**src/rtl/bit_set_serializer_pkg.sv**
```systemverilog
// bit_set_serializer_pkg: shared widths and state encoding for the bit-set serializer
package bit_set_serializer_pkg;
  localparam int WIDTH = 8;
  localparam int IDXW = 3;
  localparam int OHW = WIDTH;
  typedef enum logic {IDLE = 1'b0, EMIT = 1'b1} state_e;
endpackage

```
**src/rtl/bit_set_serializer_lsb_finder.sv**
```systemverilog
// bit_set_serializer_lsb_finder: priority encoder for the lowest set bit of a word
// ports: word_i word in; idx_o lowest set index; onehot_o that bit alone; more_o word still nonzero once that bit is cleared
module bit_set_serializer_lsb_finder
  import bit_set_serializer_pkg::*;
(
  input  logic [WIDTH-1:0] word_i,
  output logic [IDXW-1:0]  idx_o,
  output logic [OHW-1:0]   onehot_o,
  output logic             more_o
);
  always_comb begin
    idx_o = '0;
    for (int i = WIDTH - 1; i >= 0; i--) if (word_i[i]) idx_o = IDXW'(i);
  end
  assign onehot_o = word_i & (~word_i + 1'b1);
  assign more_o = |(word_i & (word_i - 1'b1));
endmodule

```
**src/rtl/bit_set_serializer.sv**
```systemverilog
// bit_set_serializer: accepts a flag word and emits its set bits lowest-first, one per transfer
// ports: clk_i/rst_ni clock and async active-low reset; in_valid_i/in_ready_o/in_data_i word handshake;
//        out_valid_o/out_ready_i element handshake; out_index_o/out_onehot_o/out_last_o element; busy_o serializing
module bit_set_serializer
  import bit_set_serializer_pkg::*;
(
  input  logic             clk_i,
  input  logic             rst_ni,
  input  logic             in_valid_i,
  output logic             in_ready_o,
  input  logic [WIDTH-1:0] in_data_i,
  output logic             out_valid_o,
  input  logic             out_ready_i,
  output logic [IDXW-1:0]  out_index_o,
  output logic [OHW-1:0]   out_onehot_o,
  output logic             out_last_o,
  output logic             busy_o
);
  state_e           state_q;
  logic [WIDTH-1:0] res_q;
  logic [WIDTH-1:0] res_d;
  logic             valid_q, last_q;
  logic [IDXW-1:0]  idx_q;
  logic [OHW-1:0]   oh_q;
  logic [IDXW-1:0]  ld_idx, adv_idx;
  logic [OHW-1:0]   ld_oh, adv_oh;
  logic             ld_more, adv_more;
  // residual with the element currently on the outputs removed
  assign res_d = res_q & (res_q - 1'b1);
  bit_set_serializer_lsb_finder u_ld (.word_i(in_data_i), .idx_o(ld_idx), .onehot_o(ld_oh), .more_o(ld_more));
  bit_set_serializer_lsb_finder u_adv (.word_i(res_d), .idx_o(adv_idx), .onehot_o(adv_oh), .more_o(adv_more));
  always_ff @(posedge clk_i or negedge rst_ni) begin
    if (!rst_ni) begin
      state_q <= IDLE;
      res_q   <= '0;
      valid_q <= 1'b0;
      idx_q   <= '0;
      oh_q    <= '0;
      last_q  <= 1'b0;
    end else begin
      case (state_q)
        IDLE: if (in_valid_i && |in_data_i) begin
          state_q <= EMIT;
          res_q   <= in_data_i;
          valid_q <= 1'b1;
          idx_q   <= ld_idx;
          oh_q    <= ld_oh;
          last_q  <= !ld_more;
        end
        EMIT: if (out_ready_i) begin
          if (last_q) begin
            state_q <= IDLE;
            res_q   <= '0;
            valid_q <= 1'b0;
            idx_q   <= '0;
            oh_q    <= '0;
            last_q  <= 1'b0;
          end else begin
            res_q  <= res_d;
            idx_q  <= adv_idx;
            oh_q   <= adv_oh;
            last_q <= !adv_more;
          end
        end
        default: state_q <= IDLE;
      endcase
    end
  end
  assign in_ready_o   = (state_q == IDLE);
  assign out_valid_o  = valid_q;
  assign out_index_o  = idx_q;
  assign out_onehot_o = oh_q;
  assign out_last_o   = last_q;
  assign busy_o       = valid_q;
endmodule

```
**config.mk**
```make
export PLATFORM = sky130hd
export DESIGN_NAME = bit_set_serializer
export DESIGN_NICKNAME = d
export VERILOG_FILES = /design/src/rtl/bit_set_serializer_pkg.sv /design/src/rtl/bit_set_serializer_lsb_finder.sv /design/src/rtl/bit_set_serializer.sv
export SDC_FILE = /design/constraint.sdc
export NUM_CORES = 1
export LEC_CHECK = 0
export BUFFER_PORTS_ARGS = -buffer_cell sky130_fd_sc_hd__buf_2
export CAP_MARGIN = 15
export CORE_ASPECT_RATIO = 0.6
export CORE_MARGIN = 2
export CORE_UTILIZATION = 55
export DETAILED_ROUTE_END_ITERATION = 12
export PLACE_DENSITY = 0.79
export RECOVER_POWER = 100
export SLEW_MARGIN = 30
export SYNTH_ARGS = -nofsm -noshare
export SYNTH_HDL_FRONTEND = slang
export SYNTH_SLANG_ARGS = --single-unit
```
**constraint.sdc**
```tcl
create_clock -name clk_i -period 2.16 [get_ports clk_i]
set_input_delay 0.432 -clock clk_i [delete_from_list [all_inputs] [get_ports clk_i]]
set_output_delay 0.432 -clock clk_i [all_outputs]
set_load 0.05 [all_outputs]
```
After elaboration in Yosys (flattened, before gate mapping) --
Cells that the tools add are included.
Operators by class: $add $sub $neg 5, eq/ne operators 3, muxes and demuxes 40, bitwise operators 8, reductions and logical operators 8
Operators with widths (number):
- 3-bit two-way mux | 19
- 8-bit two-way mux | 6
- 8-bit bitwise AND | 5
- 8-bit case mux with 2 select lines | 2
- 8-bit OR reduction | 3
- 8-bit by 1-bit subtractor with 8-bit output (second input constant) | 3
- 8-bit by 1-bit adder with 8-bit output (second input constant) | 2
- 8-bit inverter | 2
- 1-bit two-way mux | 9
- 1-bit case mux with 2 select lines | 3
- 3-bit case mux with 2 select lines | 1
- 2-bit by 1-bit inequality test with 1-bit output (second input constant) | 2
- 3-bit AND reduction | 1
- 1-bit logical NOT | 2
- 2-bit inequality test (second input constant) | 1
- 2-bit AND reduction | 1
- 1-bit logical AND | 1
- 1-bit inverter | 1
Word-level totals: flip-flop bits (word level) 22, bits of input ports 12, output and inout bits 15, logic and storage cells 70

Logic depth before layout (Yosys ltp) --
word-level depth 13, gate-level depth with buffers 8, depth with buffers taken out 5

Cells and area by module --
Synthesis repeated with hierarchy kept, for this count alone.
Unflattened totals: cell total of the unflattened synthesis 178, area total of the unflattened synthesis 1537.7 um^2
Modules (own cells, without submodules):
- bit_set_serializer | instances 1, cells each 116, area an instance 1144.8 um^2, sequential area each 550.5 um^2
- bit_set_serializer_lsb_finder | instances 2, cells each 31, area an instance 196.4 um^2, sequential area each 0.0 um^2

Worst setup path before layout --
Ideal clock, no wire load.
path type input port to flip-flop, start in in_data_i[2], end reg oh_q[5] (netlist: out_onehot_o[5]), library setup time 0.124 ns, arrival 1.986 ns, data required time 2.036 ns, slack 0.050 ns, stages 7, path buffers 2, cells stage by stage buf_6 or4_4 o211a_1 buf_6 a21o_1 and4b_1 a211o_1
On the way: word-level cells in the longest chain between the ends 5, elaborated cells on any way between the ends 9, those cells by class add/sub (1); eq/ne (1); mux (2); bitwise (2); reduce/logical (3)
RTL lines:
- start, declared | RTL line bit_set_serializer.sv:11 | input logic [WIDTH-1:0] in_data_i,
- 8-bit inverter | RTL line bit_set_serializer_lsb_finder.sv:15 | assign onehot_o = word_i & (~word_i + 1'b1);
- 8-bit by 1-bit adder with 8-bit output | RTL line bit_set_serializer_lsb_finder.sv:15
- 8-bit bitwise AND | RTL line bit_set_serializer_lsb_finder.sv:15
- 8-bit two-way mux | RTL line bit_set_serializer.sv:42 | IDLE: if (in_valid_i && |in_data_i) begin
- 8-bit case mux with 2 select lines | RTL line bit_set_serializer.sv:41 | case (state_q)
- end signal, assigned | RTL line bit_set_serializer.sv:47 | oh_q <= ld_oh;
- end signal, assigned | RTL line bit_set_serializer.sv:61 | oh_q <= adv_oh;
- end, declared | RTL line bit_set_serializer.sv:24 | logic [OHW-1:0] oh_q;
Several ways; a longest one is shown, not always the timed one. The select of a mux whose other input is x is not followed. A chain may end at the register's enable or synchronous reset.

Worst setup path in the final report --
start in in_data_i[3], end reg res_q[6]
On the way: word-level cells in the longest chain between the ends 4
RTL lines:
- 8-bit OR reduction | RTL line bit_set_serializer.sv:42
- 1-bit logical AND | RTL line bit_set_serializer.sv:42
- 2-bit by 1-bit inequality test with 1-bit output (no line)
- 2-bit AND reduction (no line)
- end signal, assigned | RTL line bit_set_serializer.sv:44 | res_q <= in_data_i;
- end signal, assigned | RTL line bit_set_serializer.sv:59 | res_q <= res_d;
- end, declared | RTL line bit_set_serializer.sv:20 | logic [WIDTH-1:0] res_q;
No other way between the ends.

==> metrics.md <==
| Metric | Value |
|---|---|
| Die Footprint | between 3000 and 4000 µm² |
| CTS buffer count | 3 |
| Rel. slew slack | 0.257 |
| Yosys Warn Count | 0 |
| # resized after CTS | 0 |
| Final Slew Violations | 0 |
| End point of the critical path | res_q[6] |
| Critical-path cell list | buf_2 > or4_1 > o211a_1 > a21oi_2 > clkbuf_1 > a21oi_1 > o21ai_0 |
| Leak | between 0.0007 and 0.0008 µW |
| Type of the tightest min-delay check | in2async |
| Post-synth EDFFs | 0 |
| Max H-tree Level | 1 |
| Vias in the first global route | 1338 |
| Crit Path Max Fanout | 9 |
| Worst-path clk slew | around 70 ps |
| WP data required | roughly 2300 ps |
| Period utilization | 0.920 |
| Vias | about 1.6k |
| End of the worst register-to-register path | out_onehot_o[5] |
| Fillers | 211 |
| F_max | slightly above 500 MHz |
| Routed Antenna Nets | 0 |
| Final number of setup-violating endpoints | 0 |
| Die width | approximately 71 µm |
| Register-to-Register Setup Slack | between 200 and 300 ps |
| Setup bufs post-CTS | 0 |
| Largest family of logic cells by synthesized area | compound AO/OA/AOI/OAI gates |
| Post-Route Setup TNS | 0 ps |
| Compound-Gate Fraction of Synth Area | 0.333 |
| R2r worst-path depth | 5 |
| Fin. Hold Viols | 0 |
| Synth cell types | just under 50 |
| CP Class | in2reg |
| Largest net degree at the start of global routing | 22 |
| CP startpoint kind | input port |
| Worst setup path startpoint | in_data_i[3] |
| Initial core utilization | 0.584 |
| Port Buffers | 26 |
| Most common cell after layout, fill and taps aside | dfrtp_1 |
| Worst-path cell with the longest stage delay | or4_1 |
| P&R area growth vs syn | 14.3% |
| Hold Buf Count CTS | 0 |
| FF+latch count, synth | 21 |
| Die span in y | around 44 µm |
| Design area | about 1700 µm² |
| Initial DRT Pass Iterations | 5 |
| # rows | 14 |
| Synth Area per Inst | ~8.1 µm² |
| Synth top area cells | dfrtp_1 (35%), nor2_1 (4.8%), o21ai_0 (4.7%) |
| Reg-to-Reg Start | res_q[1] |
| Post-Synth Adder-Cell Area | 0.0135 |
| Post-route insts no fill | ~240 |
| Max-cap violations | 0 |
| CTS sink count | 21 |
| DP HPWL | around 3.1 mm |
| Worst Skew | 2.01 ps |
| FFs w/ async S/R, synth | 1.00 |
| Fin nets | 225 |
| Cell area after synthesis | 1480 µm² |
| Synth Area in XOR/XNOR | 0.0236 |
| Initial antenna violation count | 0 |
| Wire per inst | roughly 17 µm |
| Clock Latency Late Sink | between 200 and 300 ps |
| Vias per cell | between 6 and 7 |
| I/O pin cnt | 27 |
| RSZ-0062 raised after global routing | false |
| TritonCTS clock tree | done |
| Max Buffers Root-to-Sink | 2 |
| Final wirelength | roughly 4.1 mm |
| Post-synth net total | between 150 and 200 |
| Sequential fraction of the synthesis area | 0.354 |
| Pwr Density | around 1800 nW/µm² |
| Buf/Inv on CP | 2 |
| Critical Path Max Stage Delay | around 570 ps |
| Multiplexer area fraction after synthesis | 0.00759 |
| Main synth FF type | dfrtp_1 |
| Core area | 2540 µm² |
| Layout cells sized above 1 | 0.137 |
| Post-Synth Simple-Gate Area | 0.194 |
| DRT iter0 DRCs | about 200 |
| Largest area contributor in the netlist | dfrtp_1 |
| Status | complete, no violations |
| Placed inst area | between 1500 and 2000 µm² |
| CP endpoint kind | register |
| Least-Margin Pin Slew | around 1100 ps |
| CP delay by family, top | compound AO/OA/AOI/OAI gates |
| Commonest non-fill, non-tap cells in the layout | dfrtp_1 (21), nor2_1 (19), clkbuf_1 (19), nand2_1 (17), o21ai_0 (14) |
| DR DRC count | 0 |
| GRT overflow | 0 |
| GRT Total Usage | 0.282 |
| First-pass GRT wire length | about 6.8 mm |
| Yosys top cell area share | 0.354 |
| Placed cells | 240 |
| Clock root cell | clkbuf_8 |
| VDD IR-drop max | about 890 µV |
| Worst endpoint data arrival time | between 2000 and 2500 ps |
| GP Congestion | between 0.9 and 1 |
| Mapped Cells | 183 |
| Number of cells on the critical path | 7 |
| # diodes | 0 |
| Post-layout min period | between 1500 and 2000 ps |
cell type report:
type	count	area (µm²)	share of cell area
multi-input cells	140	845	0.499
flip-flops and latches	21	526	0.310
repair buffers	42	220	0.130
clock buffers	4	45.0	0.0266
well taps	32	40.0	0.0236
inverters	5	18.8	0.0111
routing by layer:
metal	GRT usage	vias to the layer above	share of wire
met3	0.0547	6	0.090
met2	0.409	92	0.42
met1	0.430	710	0.47
li1	-	750	-
met4	0.0830	0	0.015
met5	0	-	0
where the power goes:
part	leakage (µW)	switching (µW)	internal [µW]	total, µW
logic	0.000424	1290	624	1920
clock network	0.0000228	122	131	254
registers	0.000261	305	575	881
stage by stage:
step | hold slack, ps | worst slack (ps) | total power [µW] | util
6_report | 361 | 172 | 3050 | 0.667
5_1_grt | 464 | 63.0 | 3260 | 0.667
4_1_cts | 123 | 303 | 3070 | 0.680
3_5_place_dp | 407 | 95.6 | 2810 | 0.663
3_3_place_gp | 405 | 131 | 2770 | 0.663
2_1_floorplan | 136 | 50.4 | 2310 | -
logic make-up after synthesis:
logic type / count (synthesis)
AOI/OAI and AO/OA: 72
and+or+nand+nor: 61
buffers and inverters: 22
DFF: 21
xor gates and xnor gates: 4
adders and majority gates: 2
muxes: 1
flip-flops by register name, summed over array words and instances (netlist names):
name / cells
out_last_o: 1
res_q: 8
state_q: 1
out_onehot_o: 7
out_index_o: 3
busy_o: 1
synthesized netlist by cell type, drive strengths merged, types with 2 or more instances:
master and count:
nand3 7, dfrtp 21, a21o 3, xor2 2, clkbuf 10, nor2 19
nor3 5, xnor2 2, a2111oi 2, a211oi 2, a21boi 2, o211ai 2
a221oi 3, a22o 6, nand4 2, a21oi 13, o21bai 2, maj3 2
buf 7, nor2b 2, or4 2, o21ai 14, nand2 17, o31ai 3
o221ai 2, a31oi 8, inv 5
worst min path at each step:
stage	start	to	depth (start not counted)
after floorplan	rst_ni	busy_o	0
after global placement	rst_ni	out_onehot_o[3]	1
after detailed placement	rst_ni	out_onehot_o[2]	1
after CTS	rst_ni	res_q[2]	1
after global routing	rst_ni	out_onehot_o[2]	1
final	rst_ni	out_onehot_o[2]	1
(Power assumes the default switching activity.)
